===== config.mk =====
export PLATFORM = sky130hd
export DESIGN_NAME = digital_input_sampler_flat
export DESIGN_NICKNAME = d
export VERILOG_FILES = /design/src/rtl/digital_input_sampler_if.sv /design/src/rtl/digital_input_sampler.sv /design/src/flat_wrapper.sv
export SDC_FILE = /design/constraint.sdc
export NUM_CORES = 1
export LEC_CHECK = 0
export ABC_AREA = 1
export BUFFER_PORTS_ARGS = -buffer_cell sky130_fd_sc_hd__buf_2
export CORE_ASPECT_RATIO = 0.8
export CORE_UTILIZATION = 40
export CTS_CLUSTER_DIAMETER = 80
export DETAILED_ROUTE_END_ITERATION = 10
export RECOVER_POWER = 25
export SETUP_SLACK_MARGIN = 0.05
export SLEW_MARGIN = 20
export SYNTH_ARGS = -nofsm -noshare
export SYNTH_HDL_FRONTEND = slang
export SYNTH_SLANG_ARGS = --single-unit

===== constraint.sdc =====
create_clock -name clk_clk -period 5.8 [get_ports clk_clk]
set_clock_uncertainty 0.15 [all_clocks]
set_input_delay 0.58 -clock clk_clk [delete_from_list [all_inputs] [get_ports clk_clk]]
set_output_delay 0.58 -clock clk_clk [all_outputs]
set_load 0.05 [all_outputs]

===== src/rtl/digital_input_sampler_if.sv =====
// Bus between the input sampler and the processor port: external lines,
// sampling controls and the FWFT FIFO head.
interface digital_input_sampler_if #(
  parameter int WIDTH = 8,
  parameter int DIV_W = 16,
  parameter int DEPTH = 16
);
  logic [WIDTH-1:0]         din;
  logic                     enable;
  logic [DIV_W-1:0]         divider;
  logic                     change_only;
  logic                     rd_ack;
  logic                     overflow_clr;
  logic [WIDTH-1:0]         dout;
  logic                     dout_valid;
  logic [$clog2(DEPTH):0]   level;
  logic                     overflow;

  modport master (
    output din, enable, divider, change_only, rd_ack, overflow_clr,
    input  dout, dout_valid, level, overflow
  );
  modport slave (
    input  din, enable, divider, change_only, rd_ack, overflow_clr,
    output dout, dout_valid, level, overflow
  );
endinterface


===== src/rtl/digital_input_sampler.sv =====
// Synchronises async input lines, samples them at a programmable rate
// (optionally only on change) and buffers samples in a FWFT FIFO.
module digital_input_sampler #(
  parameter int WIDTH       = 8,
  parameter int DIV_W       = 16,
  parameter int DEPTH       = 16,
  parameter int SYNC_STAGES = 2
) (
  input logic                 clk_clk,
  input logic                 reset_reset,
  digital_input_sampler_if.slave bus
);
  localparam int AW = $clog2(DEPTH);

  logic [SYNC_STAGES-1:0][WIDTH-1:0] sync_pipe;
  logic [WIDTH-1:0]                  sync_q;
  logic [DIV_W-1:0]                  cnt;
  logic                              tick;
  logic                              first_pending;
  logic [WIDTH-1:0]                  last_stored;
  logic                              store;
  logic [WIDTH-1:0]                  mem [DEPTH];
  logic [AW:0]                       wr_ptr, rd_ptr;
  logic                              empty, full, push, pop;
  logic                              overflow_q;

  always_ff @(posedge clk_clk or posedge reset_reset)
    if (reset_reset) sync_pipe <= '0;
    else             sync_pipe <= {sync_pipe[SYNC_STAGES-2:0], bus.din};

  assign sync_q = sync_pipe[SYNC_STAGES-1];

  // Counter runs freely through 2^DIV_W if the divider is lowered below it.
  assign tick = bus.enable && (cnt == bus.divider);

  always_ff @(posedge clk_clk or posedge reset_reset)
    if (reset_reset)      cnt <= '0;
    else if (!bus.enable) cnt <= '0;
    else if (tick)        cnt <= '0;
    else                  cnt <= cnt + 1'b1;

  assign store = tick && (!bus.change_only || first_pending || (sync_q != last_stored));

  // A dropped sample still counts as stored for change detection.
  always_ff @(posedge clk_clk or posedge reset_reset)
    if (reset_reset) begin
      first_pending <= 1'b1;
      last_stored   <= '0;
    end else begin
      if (!bus.enable) first_pending <= 1'b1;
      else if (store)  first_pending <= 1'b0;
      if (store) last_stored <= sync_q;
    end

  assign empty = (wr_ptr == rd_ptr);
  assign full  = (wr_ptr[AW] != rd_ptr[AW]) && (wr_ptr[AW-1:0] == rd_ptr[AW-1:0]);
  assign pop   = bus.rd_ack && !empty;
  assign push  = store && (!full || pop);

  always_ff @(posedge clk_clk or posedge reset_reset)
    if (reset_reset) begin
      for (int i = 0; i < DEPTH; i++) mem[i] <= '0;
      wr_ptr <= '0;
      rd_ptr <= '0;
    end else begin
      if (push) begin
        mem[wr_ptr[AW-1:0]] <= sync_q;
        wr_ptr <= wr_ptr + 1'b1;
      end
      if (pop) rd_ptr <= rd_ptr + 1'b1;
    end

  always_ff @(posedge clk_clk or posedge reset_reset)
    if (reset_reset)                  overflow_q <= 1'b0;
    else if (store && full && !pop)   overflow_q <= 1'b1;
    else if (bus.overflow_clr)        overflow_q <= 1'b0;

  assign bus.dout       = mem[rd_ptr[AW-1:0]];
  assign bus.dout_valid = !empty;
  assign bus.level      = wr_ptr - rd_ptr;
  assign bus.overflow   = overflow_q;
endmodule


===== src/flat_wrapper.sv =====
// flat-port wrapper written by rule: the top's interface ports become plain ports
module digital_input_sampler_flat 
#(
  parameter int WIDTH       = 8,
  parameter int DIV_W       = 16,
  parameter int DEPTH       = 16,
  parameter int SYNC_STAGES = 2
)
  (clk_clk, reset_reset, bus_din, bus_enable, bus_divider, bus_change_only, bus_rd_ack, bus_overflow_clr, bus_dout, bus_dout_valid, bus_level, bus_overflow);
  digital_input_sampler_if #(.WIDTH(WIDTH), .DIV_W(DIV_W), .DEPTH(DEPTH)) bus_i ();
  input logic clk_clk;
  input logic reset_reset;
  input wire logic [$bits(bus_i.din)-1:0] bus_din;
  input wire logic [$bits(bus_i.enable)-1:0] bus_enable;
  input wire logic [$bits(bus_i.divider)-1:0] bus_divider;
  input wire logic [$bits(bus_i.change_only)-1:0] bus_change_only;
  input wire logic [$bits(bus_i.rd_ack)-1:0] bus_rd_ack;
  input wire logic [$bits(bus_i.overflow_clr)-1:0] bus_overflow_clr;
  output wire logic [$bits(bus_i.dout)-1:0] bus_dout;
  output wire logic [$bits(bus_i.dout_valid)-1:0] bus_dout_valid;
  output wire logic [$bits(bus_i.level)-1:0] bus_level;
  output wire logic [$bits(bus_i.overflow)-1:0] bus_overflow;
  assign bus_i.din = bus_din;
  assign bus_i.enable = bus_enable;
  assign bus_i.divider = bus_divider;
  assign bus_i.change_only = bus_change_only;
  assign bus_i.rd_ack = bus_rd_ack;
  assign bus_i.overflow_clr = bus_overflow_clr;
  assign bus_dout = bus_i.dout;
  assign bus_dout_valid = bus_i.dout_valid;
  assign bus_level = bus_i.level;
  assign bus_overflow = bus_i.overflow;
  digital_input_sampler #(.WIDTH(WIDTH), .DIV_W(DIV_W), .DEPTH(DEPTH), .SYNC_STAGES(SYNC_STAGES)) u_core (.clk_clk(clk_clk), .reset_reset(reset_reset), .bus(bus_i));
endmodule

; ---- Word level (Yosys, flattened, before mapping)
; Cells that the tools add are included.
[totals]
ff_bits = 180
output_inout_bits = 15
[op_classes]
add_sub_neg = 4
magnitude_cmp = 3
n_eq_ne = 6
n_mux = 12
bitwise = 2
n_reduce_logical = 16
[op_table]
columns = cell, n
row1 = 128-bit bitwise mux, 1
row2 = 8-bit binary-select mux with 4-bit select, 1
row3 = 8-bit demux with 4-bit select, 1
row4 = 16-bit two-way mux, 2
row5 = 8-bit two-way mux, 3
row6 = 16-bit by 1-bit adder with 16-bit output (second input constant), 1
row7 = 16-bit == test, 1
row8 = 5-bit by 1-bit adder with 5-bit output (second input constant), 2
row9 = 5-bit >= comparator (second input constant), 2
row10 = 4-bit NOT with 5-bit output, 2
row11 = 1-bit logical AND, 8
row12 = 8-bit inequality test, 1
row13 = 5-bit == test, 1
row14 = 5-bit by 1-bit less-than comparator with 1-bit output (second input constant), 1
row15 = 5-bit subtractor, 1
row16 = 4-bit == test, 1
row17 = 1-bit zero test, 4
row18 = 1-bit two-way mux, 4
row19 = 1-bit logical OR, 3
row20 = 2-bit by 1-bit inequality test with 1-bit output (second input constant), 1
row21 = 2-bit nonzero test, 1
row22 = 1-bit inequality test, 1

; ---- Logic depth before layout (Yosys ltp)
; Gate-level depths: netlist of the first run.
[logic_depth]
depth_word = 7
mapped_depth = 12

; ---- Least setup slack after synthesis of the first run
; No wires, ideal clock.
[synth_path]
path_type = register -> output
start = register u_core.rd_ptr[3]
end = output bus_level[4]
arrival_ps = 2076
t_required_ps = 5070
setup_slack_ps = 2994
stages_incl_launch_ff = 7
path_cell_list = dfrtp_1 inv_1 clkbuf_1 ha_1 a21oi_1 o21ai_0 xnor2_1
[synth_between]
elab_chain_cells = 1
[synth_rtl]
columns = item, line_no
row1 = from (decl), digital_input_sampler.sv:23  ; logic [AW:0] wr_ptr, rd_ptr;
row2 = from (signal assigned), digital_input_sampler.sv:70  ; if (pop) rd_ptr <= rd_ptr + 1'b1;
row3 = 5-bit subtractor, digital_input_sampler.sv:80  ; assign bus.level = wr_ptr - rd_ptr;
row4 = to (decl), flat_wrapper.sv:21  ; output wire logic [$bits(bus_i.level)-1:0] bus_level;
; No other way between the ends.

; ---- Worst setup path after layout of the first run
[layout_path]
start = register u_core.rd_ptr[1]
end = register u_core.mem[65] (netlist bit)
[layout_between]
elab_chain_cells = 5
elab_cells_between_ends = 8
classes_between = eq/ne (2) / reduce/logical (6)
[layout_rtl]
columns = item, line_no
row1 = 5-bit == test / 4-bit == test (equally long branches), "digital_input_sampler.sv:55, digital_input_sampler.sv:56"
row2 = 1-bit zero test / 1-bit logical AND (equally long branches), "digital_input_sampler.sv:57, digital_input_sampler.sv:56"
row3 = 1-bit logical AND / 1-bit zero test (equally long branches), "digital_input_sampler.sv:57, digital_input_sampler.sv:58"
row4 = 1-bit logical OR *, digital_input_sampler.sv:58  ; assign push = store && (!full || pop);
row5 = 1-bit logical AND *, digital_input_sampler.sv:58
row6 = "to (signal, indexed assignment)", digital_input_sampler.sv:67  ; mem[wr_ptr[AW-1:0]] <= sync_q;
row7 = to (decl), digital_input_sampler.sv:22  ; logic [WIDTH-1:0] mem [DEPTH];
; Every way passes the cells marked *; elsewhere a longest branch is shown, timed or not.
; A chain may end at the register's enable or synchronous reset.

==> results.cfg, run 1 <==
[finish]
area_growth_pct = 8.29
instances_no_fill = 1538
drive_gt1_share_pct = 10.4
final_nets = 1256
antennaDiodeCount = 0
nFillCells = 2379
regArea_mm2 = 0.00451
multi_input_area_mm2 = 0.00446

[timing]
fin_crit_sh_pct = 68.1
rsz0062_at_grt = false
finalSetupViolCount = 0
worstMarginPinSlew_ps = 3790
hold_violations = 0
holdWs_ps = 85.0
max_freq_mhz = 253
period_minus_slack_ps = 3950
fin_setup_tns_ps = 0
drv_slew = 82
slew_headroom_pct = -154

[drt]
via_count = 8577
wl_met3_um = 2290
postRouteAntennaNets = 0
drtPass1Iterations = 6
drt_iter0_drc = 959
met1_length_um = 14200
drcViolationCount = 0
viasPerCell = 5.58
top_layer_used = met4
wl_um = 28800
wl_per_cell_um = 18.7
wl_met2_um = 11900

[synthesis]
yosysMostFrequentCell = nand2_1
yosys_warnings = 0
yosysTopAreaCell = dfrtp_1
netlist_top_cells_count = nand2_1 (400), dfrtp_1 (179), nand4_1 (143)
synth_top_family_by_area = simple AND/OR/NAND/NOR gates
synth_compound_area_share_pct = 6.89
synth_area_mm2 = 0.00972
synth_xor_area_share_pct = 1.97
synthCells = 1215
synth_nets = 1256
async_flop_share_pct = 100
synth_top_flop_cell = dfrtp_1
synthMuxAreaShare_pct = 0
postSynthAreaPerCell_um2 = 8.00
synth_top_area_share_pct = 46.1
ys_types = 41
synth-simple-area-share_pct = 35.5
synthTopCellsByArea = dfrtp_1 (46%), nand2_1 (15%), nand4_1 (9.2%), nor2_1 (4.4%), o21ai_0 (3.6%)
synth_edf_count = 0
synth_adder_area_share_pct = 1.49
ys_ff_latch = 180
synth-seq-area-share_pct = 46.4

[global_route]
grt_overflow_total = 0
antenna_found_initial = 0
grtUsageTotal_pct = 24.0
grt_pass1_wl_um = 45600
grt_pass1_vias = 7846
grt_max_degree = 108

[run_status]
failed_checks = max-capacitance violations, max-slew violations
outcome = complete, but fails checks

[clock_network]
cts_resized = 0
post_cts_buffers = 0
cts_sinks = 180
cts-buffers-inserted = 17
clk_pin_slew_ps = 70
htreeDepth = 4
postCtsHoldBufs = 0
clockBufferDepth = 2
cts-root-buf = clkbuf_16
clock_latency_ps = 440
cts_tree = done

[floorplan]
row_count = 50
die_area_mm2 = 0.0249
fp.dieW_um = 176
die_y_um = 141
ios = 45
initial_utilization_pct = 41.1
core_area_mm2 = 0.0236

[placed_design]
post-dp-hpwl_um = 18500
dp_cells = 1508
portBuffers = 44
gp_congestion = 0.895

[critical_path]
critPathKind = reg -> reg
worstPathArrival_ps = 4130
worstPathMaxFanout = 79
end_kind = flip-flop
r2r_setup_slack_ps = 1850
start_kind = flip-flop
required_ps = 5970

[min_path]
hp-class = in -> reg

[power_and_ir_drop]
power.density_mw_per_mm2 = 341
ir_worst_vdd_uv = 244
power.leakage_nw = 5.42

[flow_run]
drv_cap = 1
[per-stage QoR]
stage               instance area (um^2)  power, mW  util (%)  setup slack (ps)
floorplan                           9720       2.15         -               185
global placement                    9990       2.48      42.2              1990
detailed placement                  9990       2.48      42.2              1980
CTS                                10500       3.58      44.5              1950
global route                       10500       3.74      44.5              1610
finish                             10500       3.59      44.5              1850
[cell families (layout without fill, tap and decap cells)]
logic type | after synthesis | count (layout)
AOI/OAI and AO/OA | 117 | 117
xor gates and xnor gates | 21 | 21
adders and majority gates | 11 | 11
buffers and inverters | 157 | 168
DFF | 180 | 180
and+or+nand+nor | 729 | 729
[worst paths after layout]
| path | start | endpoint | cells after the start |
|---|---|---|---|
| min reg2reg | u_core.sync_pipe[5] | u_core.sync_q[5] | 0 |
| min | bus_din[1] | u_core.sync_pipe[1] | 1 |
| max in group asynchronous | reset_reset | u_core.rd_ptr[0] | 3 |
| max reg2reg | u_core.rd_ptr[1] | u_core.mem[65] | 10 |
| min in group asynchronous | reset_reset | u_core.mem[92] | 2 |
| max | u_core.rd_ptr[1] | u_core.mem[65] | 10 |
[area by class of cell]
cell class	instances	share of cell area (%)
flip-flops and latches	180	42.8
multi-input cells	878	42.4
clock buffers	19	4.11
well taps	312	3.71
repair buffers	55	3.00
inverters	83	2.97
clock inverters	11	1.02
[registers in the layout, summed over array words and instances, names as in the netlist]
signal	flops
u_core.rd_ptr	5
u_core.first_pending	1
u_core.cnt	16
u_core.bus.overflow	1
u_core.sync_pipe	8
u_core.last_stored	8
u_core.sync_q	8
u_core.mem	128
u_core.wr_ptr	5
[where the power goes]
part,switching (mW),internal (mW)
combinational,0.822,0.280
clock,0.515,0.589
sequential,0.102,1.28
total,1.44,2.15
[critical path: stages, from the launching register on]
cell	delay [ps]
dfrtp_1	1070
inv_1	150
ha_1	360
nand4_1	110
or2_4	150
nand2_4	70
nand3_4	360
buf_4	790
nand4_4	300
nand2_1	150
nand2_1	60
[placed cells by master, fill, tap and decap left out, types with 12 or more instances in the layout]
cell type	instances
nand2_1	400
xor2_1	16
nand4_1	143
o22ai_1	20
inv_1	67
o221ai_1	13
buf_2	44
clkbuf_16	17
nor2_1	114
o21ai_0	70
nand4_4	12
inv_2	14
nand3_1	38
dfrtp_1	178
[routing by layer]
| layer | GRT usage, % | vias to the layer above |
|---|---|---|
| met5 | 0 | - |
| met4 | 6.68 | 0 |
| met3 | 4.45 | 23 |
| met2 | 32.8 | 315 |
| met1 | 38.0 | 4161 |
| li1 | - | 4078 |
Power figures use the tool's default switching activity.
==> run 2, diff against run 1 <==
==> constraint.sdc (replaced) <==
create_clock -name clk_clk -period 3.65 [get_ports clk_clk]
set_clock_uncertainty 0.15 [all_clocks]
set_input_delay 0.365 -clock clk_clk [delete_from_list [all_inputs] [get_ports clk_clk]]
set_output_delay 0.365 -clock clk_clk [all_outputs]
set_load 0.05 [all_outputs]
==> run 2 against run 1 <==
The flow still finishes with violations (max-capacitance violations, max-slew violations). Via count increased by 1.3%. Sequential power rose by 51%. Power is 64% higher. Non-clock buffer count rose by 32. Count of clock-buffer cells in the layout grew 1. Clock power rose by 72%. Die area stayed put. Sequential cell count unchanged. Worst setup slack lost 1400 ps. Largest power group unchanged. Highest routed layer unchanged.
==> results.cfg, run 2 (synthesized netlist as in run 1, its figures left out) <==
[clock_network]
cts_tree = done
cts-root-buf = clkbuf_16
htreeDepth = 4
clock_latency_ps = 450
clockBufferDepth = 2
cts-buffers-inserted = 17
clk_pin_slew_ps = 80
cts_sinks = 180
post_cts_buffers = 0

[critical_path]
required_ps = 3130
crit_path_top_delay_cell = dfrtp_2
max_stage_delay_ps = 490
crit_chain = inv_1 > buf_12 > o21ai_0 > o221ai_1 > o211ai_1 > nand3_1 > buf_2
reg2regPathDepth = 10
r2r-start = u_core.rd_ptr[3]
r2r-end = u_core.mem[114]
r2r_setup_slack_ps = 740
end_kind = output pin
startpoint = u_core.rd_ptr[0]
worstPathArrival_ps = 2680
cpLargestDelayFamily = buffers and inverters
worstPathMaxFanout = 33
critPathKind = reg -> out
path_buf_inv = 3
start_kind = flip-flop

[drt]
wl_per_cell_um = 18.5
postRouteAntennaNets = 0
via_count = 8691
drcViolationCount = 0
met1_length_um = 14100
drt_iter0_drc = 865
wl_um = 29100
drtPass1Iterations = 7
wl_met3_um = 2100
wl_met2_um = 12500
top_layer_used = met4
viasPerCell = 5.53

[timing]
slew_headroom_pct = -19.4
worstMarginPinSlew_ps = 1780
holdWs_ps = 21.9
worst_slack_ps = 456
fin_setup_tns_ps = 0
drv_slew = 37
finalSetupViolCount = 0
hold_violations = 0
max_freq_mhz = 313
fin_crit_sh_pct = 87.5
rsz0062_at_grt = false
period_minus_slack_ps = 3190

[flow_run]
drv_cap = 1

[floorplan]
fp.dieW_um = 176
core_area_mm2 = 0.0236
die_y_um = 141
initial_utilization_pct = 41.1
ios = 45
die_area_mm2 = 0.0249
row_count = 50

[finish]
layout_common_cells = nand2_1 (400), dfrtp_1 (178), nand4_1 (143), nor2_1 (114), o21ai_0 (70)
regArea_mm2 = 0.00451
area_growth_pct = 12.3
utilization_pct = 46.2
top_register = u_core.mem
multi_input_area_mm2 = 0.00446
drive_gt1_share_pct = 11.9
instances_no_fill = 1573
fin_area_mm2 = 0.0109
largestRegisters = u_core.mem (128), u_core.cnt (16)
nFillCells = 2336
final_nets = 1288
layout_commonest_cell = nand2_1
largest_register_ffs = 128

[global_route]
grt_pass1_wl_um = 46300
grt_overflow_total = 0
grtUsageTotal_pct = 24.4
grt_max_degree = 73
antenna_found_initial = 0
grt_pass1_vias = 8111

[power_and_ir_drop]
pwr-share-comb_pct = 32.5
power_mw = 5.89
clkPwrFrac_pct = 32.2
power.leakage_nw = 5.63
switching_share_pct = 39.5
ir_worst_vdd_uv = 399
power.density_mw_per_mm2 = 540
p_seq_share_pct = 35.3
p_sw_mw = 2.33
internal_power_mw = 3.56

[min_path]
holdPathStages = 2
holdPathEnd = u_core.first_pending
hp-class = in -> reg
holdCritStartpoint = bus_enable

[run_status]
failed_checks = max-capacitance violations, max-slew violations
outcome = complete, but fails checks

[placed_design]
dp_cells = 1530
dp_slack_ps = 783
gp_congestion = 0.929
post-dp-hpwl_um = 19600
postPlaceCellArea_mm2 = 0.0102
portBuffers = 44
[run 2: changes by cell type in the layout (fill, tap and decap cells not counted), sizes merged]
cell / previous run / this run
bufinv: 1 / 2
inv: 83 / 85
buf: 55 / 75
diode: 0 / 1
clkinvlp: 6 / 2
clkbuf: 19 / 22
clkinv: 4 / 6
dlygate4sd3: 0 / 10
[run 2: area by class of cell]
type                            instances  share of cell area (%)
Antenna cell                            1                  0.0229
Clock buffer                           20                    4.09
Clock inverter                         12                    1.34
Inverter                               83                    2.87
Multi-Input combinational cell        878                    40.8
Sequential cell                       180                    41.3
Tap cell                              312                    3.58
Timing Repair Buffer                   87                    5.97
[run 2: worst max-delay path by stage]
stage,endpoint,slack [ps],depth (start not counted)
6_report,bus_dout[0],460,7
3_3_place_gp,u_core.mem[102],890,10
4_1_cts,bus_dout[0],510,7
2_1_floorplan,u_core.bus.overflow,830,1
5_1_grt,u_core.rd_ptr[0],240,4
3_5_place_dp,u_core.mem[109],780,10
[run 2: timing repair]
action                    in CTS  in global routing
hold endpoints to repair      43                  0
resized for setup              0                  0
hold buffers                  10                  0
[run 2: power groups by stage]
stage,combinational [mW],clock [mW],sequential [mW]
CTS,1.91,1.93,2.08
global route,2.07,2.00,2.08
floorplan,1.32,0,2.10
detailed placement,1.89,0,2.12
finish,1.92,1.89,2.08
global placement,1.90,0,2.11
[run 2: routing by layer]
| layer | up-vias | track usage [%] |
|---|---|---|
| met5 | - | 0 |
| met4 | 0 | 6.50 |
| met3 | 34 | 4.77 |
| met2 | 304 | 34.9 |
| met1 | 4215 | 37.1 |
| li1 | 4138 | - |
==> run 3, diff against run 2 <==
--- a/config.mk
+++ b/config.mk
@@ -17,3 +17,4 @@
 export SYNTH_ARGS = -nofsm -noshare
 export SYNTH_HDL_FRONTEND = slang
 export SYNTH_SLANG_ARGS = --single-unit
+export TNS_END_PERCENT = 5
==> constraint.sdc (replaced) <==
create_clock -name clk_clk -period 3.65 [get_ports clk_clk]
set_clock_uncertainty 0.15 [all_clocks]
set_input_delay 0.365 -clock clk_clk [delete_from_list [all_inputs] [get_ports clk_clk]]
set_output_delay 0.365 -clock clk_clk [all_outputs]
set_load 0.005 [all_outputs]
==> run 3 against run 2 <==
The run now ends clean. Worst setup slack worse by 58 ps. Register-to-register slack worse by 80 ps. Global-route usage decreased by 0.066 points. Worst hold slack worse by 14 ps. Via count grew 0.29%. Critical endpoint unchanged.
==> results.cfg, run 3 (synthesized netlist as in run 1, its figures left out) <==
[critical_path]
crit_path_top_delay_cell = dfrtp_2
cpLargestDelayFamily = buffers and inverters
start_kind = flip-flop
end_kind = output pin
worstPathMaxFanout = 34
required_ps = 3130
path_buf_inv = 3
max_stage_delay_ps = 500
crit_chain = inv_1 > buf_4 > o21ai_0 > o221ai_1 > o211ai_1 > nand3_1 > buf_2
critPathKind = reg -> out
worstPathArrival_ps = 2740

[power_and_ir_drop]
power.density_mw_per_mm2 = 497
power.leakage_nw = 5.59
ir_worst_vdd_uv = 369
power_mw = 5.39

[floorplan]
die_area_mm2 = 0.0249
die_y_um = 141
initial_utilization_pct = 41.1
core_area_mm2 = 0.0236
ios = 45
row_count = 50
fp.dieW_um = 176

[clock_network]
cts_sinks = 180
post_cts_buffers = 0
cts_tree = done
cts-root-buf = clkbuf_16
clockBufferDepth = 2
clk_pin_slew_ps = 70
clock_latency_ps = 450
cts-buffers-inserted = 17
htreeDepth = 4

[finish]
layout_common_cells = nand2_1 (400), dfrtp_1 (178), nand4_1 (143), nor2_1 (114), o21ai_0 (70)
multi_input_area_mm2 = 0.00446
largest_register_ffs = 128
drive_gt1_share_pct = 11.9
antennaDiodeCount = 0
regArea_mm2 = 0.00451
area_growth_pct = 11.4
final_nets = 1286
layout_commonest_cell = nand2_1
fin_area_mm2 = 0.0108
top_register = u_core.mem
largestRegisters = u_core.mem (128), u_core.cnt (16)
instances_no_fill = 1570
nFillCells = 2333

[timing]
hold_violations = 0
holdWs_ps = 8.37
rsz0062_at_grt = false
worstMarginPinSlew_ps = 1370
max_freq_mhz = 308
drv_slew = 0
slew_headroom_pct = 8.70
fin_setup_tns_ps = 0
fin_crit_sh_pct = 89.1
finalSetupViolCount = 0
period_minus_slack_ps = 3250

[drt]
drcViolationCount = 0
drt_iter0_drc = 1002
postRouteAntennaNets = 0
drtPass1Iterations = 5
viasPerCell = 5.55
via_count = 8716
wl_per_cell_um = 18.7
wl_um = 29300

[global_route]
grt_pass1_vias = 8109
grt_pass1_wl_um = 46300
grt_overflow_total = 0
grt_max_degree = 67
grtUsageTotal_pct = 24.3
antenna_found_initial = 0

[placed_design]
postPlaceCellArea_mm2 = 0.0102
dp_cells = 1528
post-dp-hpwl_um = 19400
gp_congestion = 0.964
portBuffers = 44

[run_status]
outcome = finished clean

[min_path]
hp-class = in -> reg

[flow_run]
drv_cap = 0
[run 3: cell types whose count changed in the layout (fill, tap and decap cells not counted), sizes merged]
cell / delta
inv: +7
buf: -3
bufinv: -2
clkbuf: -2
clkinv: -2
diode: -1
[run 3: repair_timing]
action	in CTS	in global routing
hold buffers	10	0
gates resized for setup	0	0
endpoints found under the hold margin	19	0
[run 3: worst register-to-register path: cells and delay by family (launching register included)]
kind                     cells  cell delay (ps)
adder cells (fa/ha/maj)      1              340
buffers and inverters        2              900
flip-flops                   1              390
AND/OR/NAND/NOR              7             1100
[run 3: layer usage]
layer | track usage (%) | vias to the layer above | part of all wire (%)
met1 | 36.9 | 4182 | 48
met2 | 34.6 | 354 | 43
met3 | 5.04 | 38 | 7.1
li1 | - | 4142 | -
met5 | 0 | - | 0
met4 | 6.91 | 0 | 1.7
[run 3: worst paths after layout]
| kind | end | cells after the start | slack, ps | startpoint |
|---|---|---|---|---|
| worst max-delay path | bus_dout[0] | 7 | 400 | u_core.rd_ptr[0] |
| worst min-delay path | u_core.first_pending | 2 | 8 | bus_enable |
| worst max register to register | u_core.mem[92] | 10 | 660 | u_core.rd_ptr[3] |
| worst min register to register | u_core.sync_q[3] | 0 | 200 | u_core.sync_pipe[3] |
| max in group asynchronous | u_core.sync_q[7] | 4 | 1360 | reset_reset |
| min in group asynchronous | u_core.mem[60] | 3 | 320 | reset_reset |
[run 3: report_power, final]
part           internal, mW  total [mW]  switching [mW]
Sequential             2.03        2.08          0.0447
Combinational         0.469        1.50            1.03
Clock                 0.906        1.81           0.904
[run 3: cell type report]
cell class	instances	share of cell area, %
sequential	180	41.6
multi-input combinational	878	41.2
timing repair buffer	85	5.51
clock buffer	17	3.93
tap	312	3.61
inverter	83	2.89
clock inverter	15	1.26
[run 3: metrics by stage]
step	worst slack [ps]	utilization (%)
5_1_grt	323	45.8
2_1_floorplan	827	-
3_3_place_gp	861	43.0
4_1_cts	487	45.8
3_5_place_dp	774	43.0
6_report	399	45.8
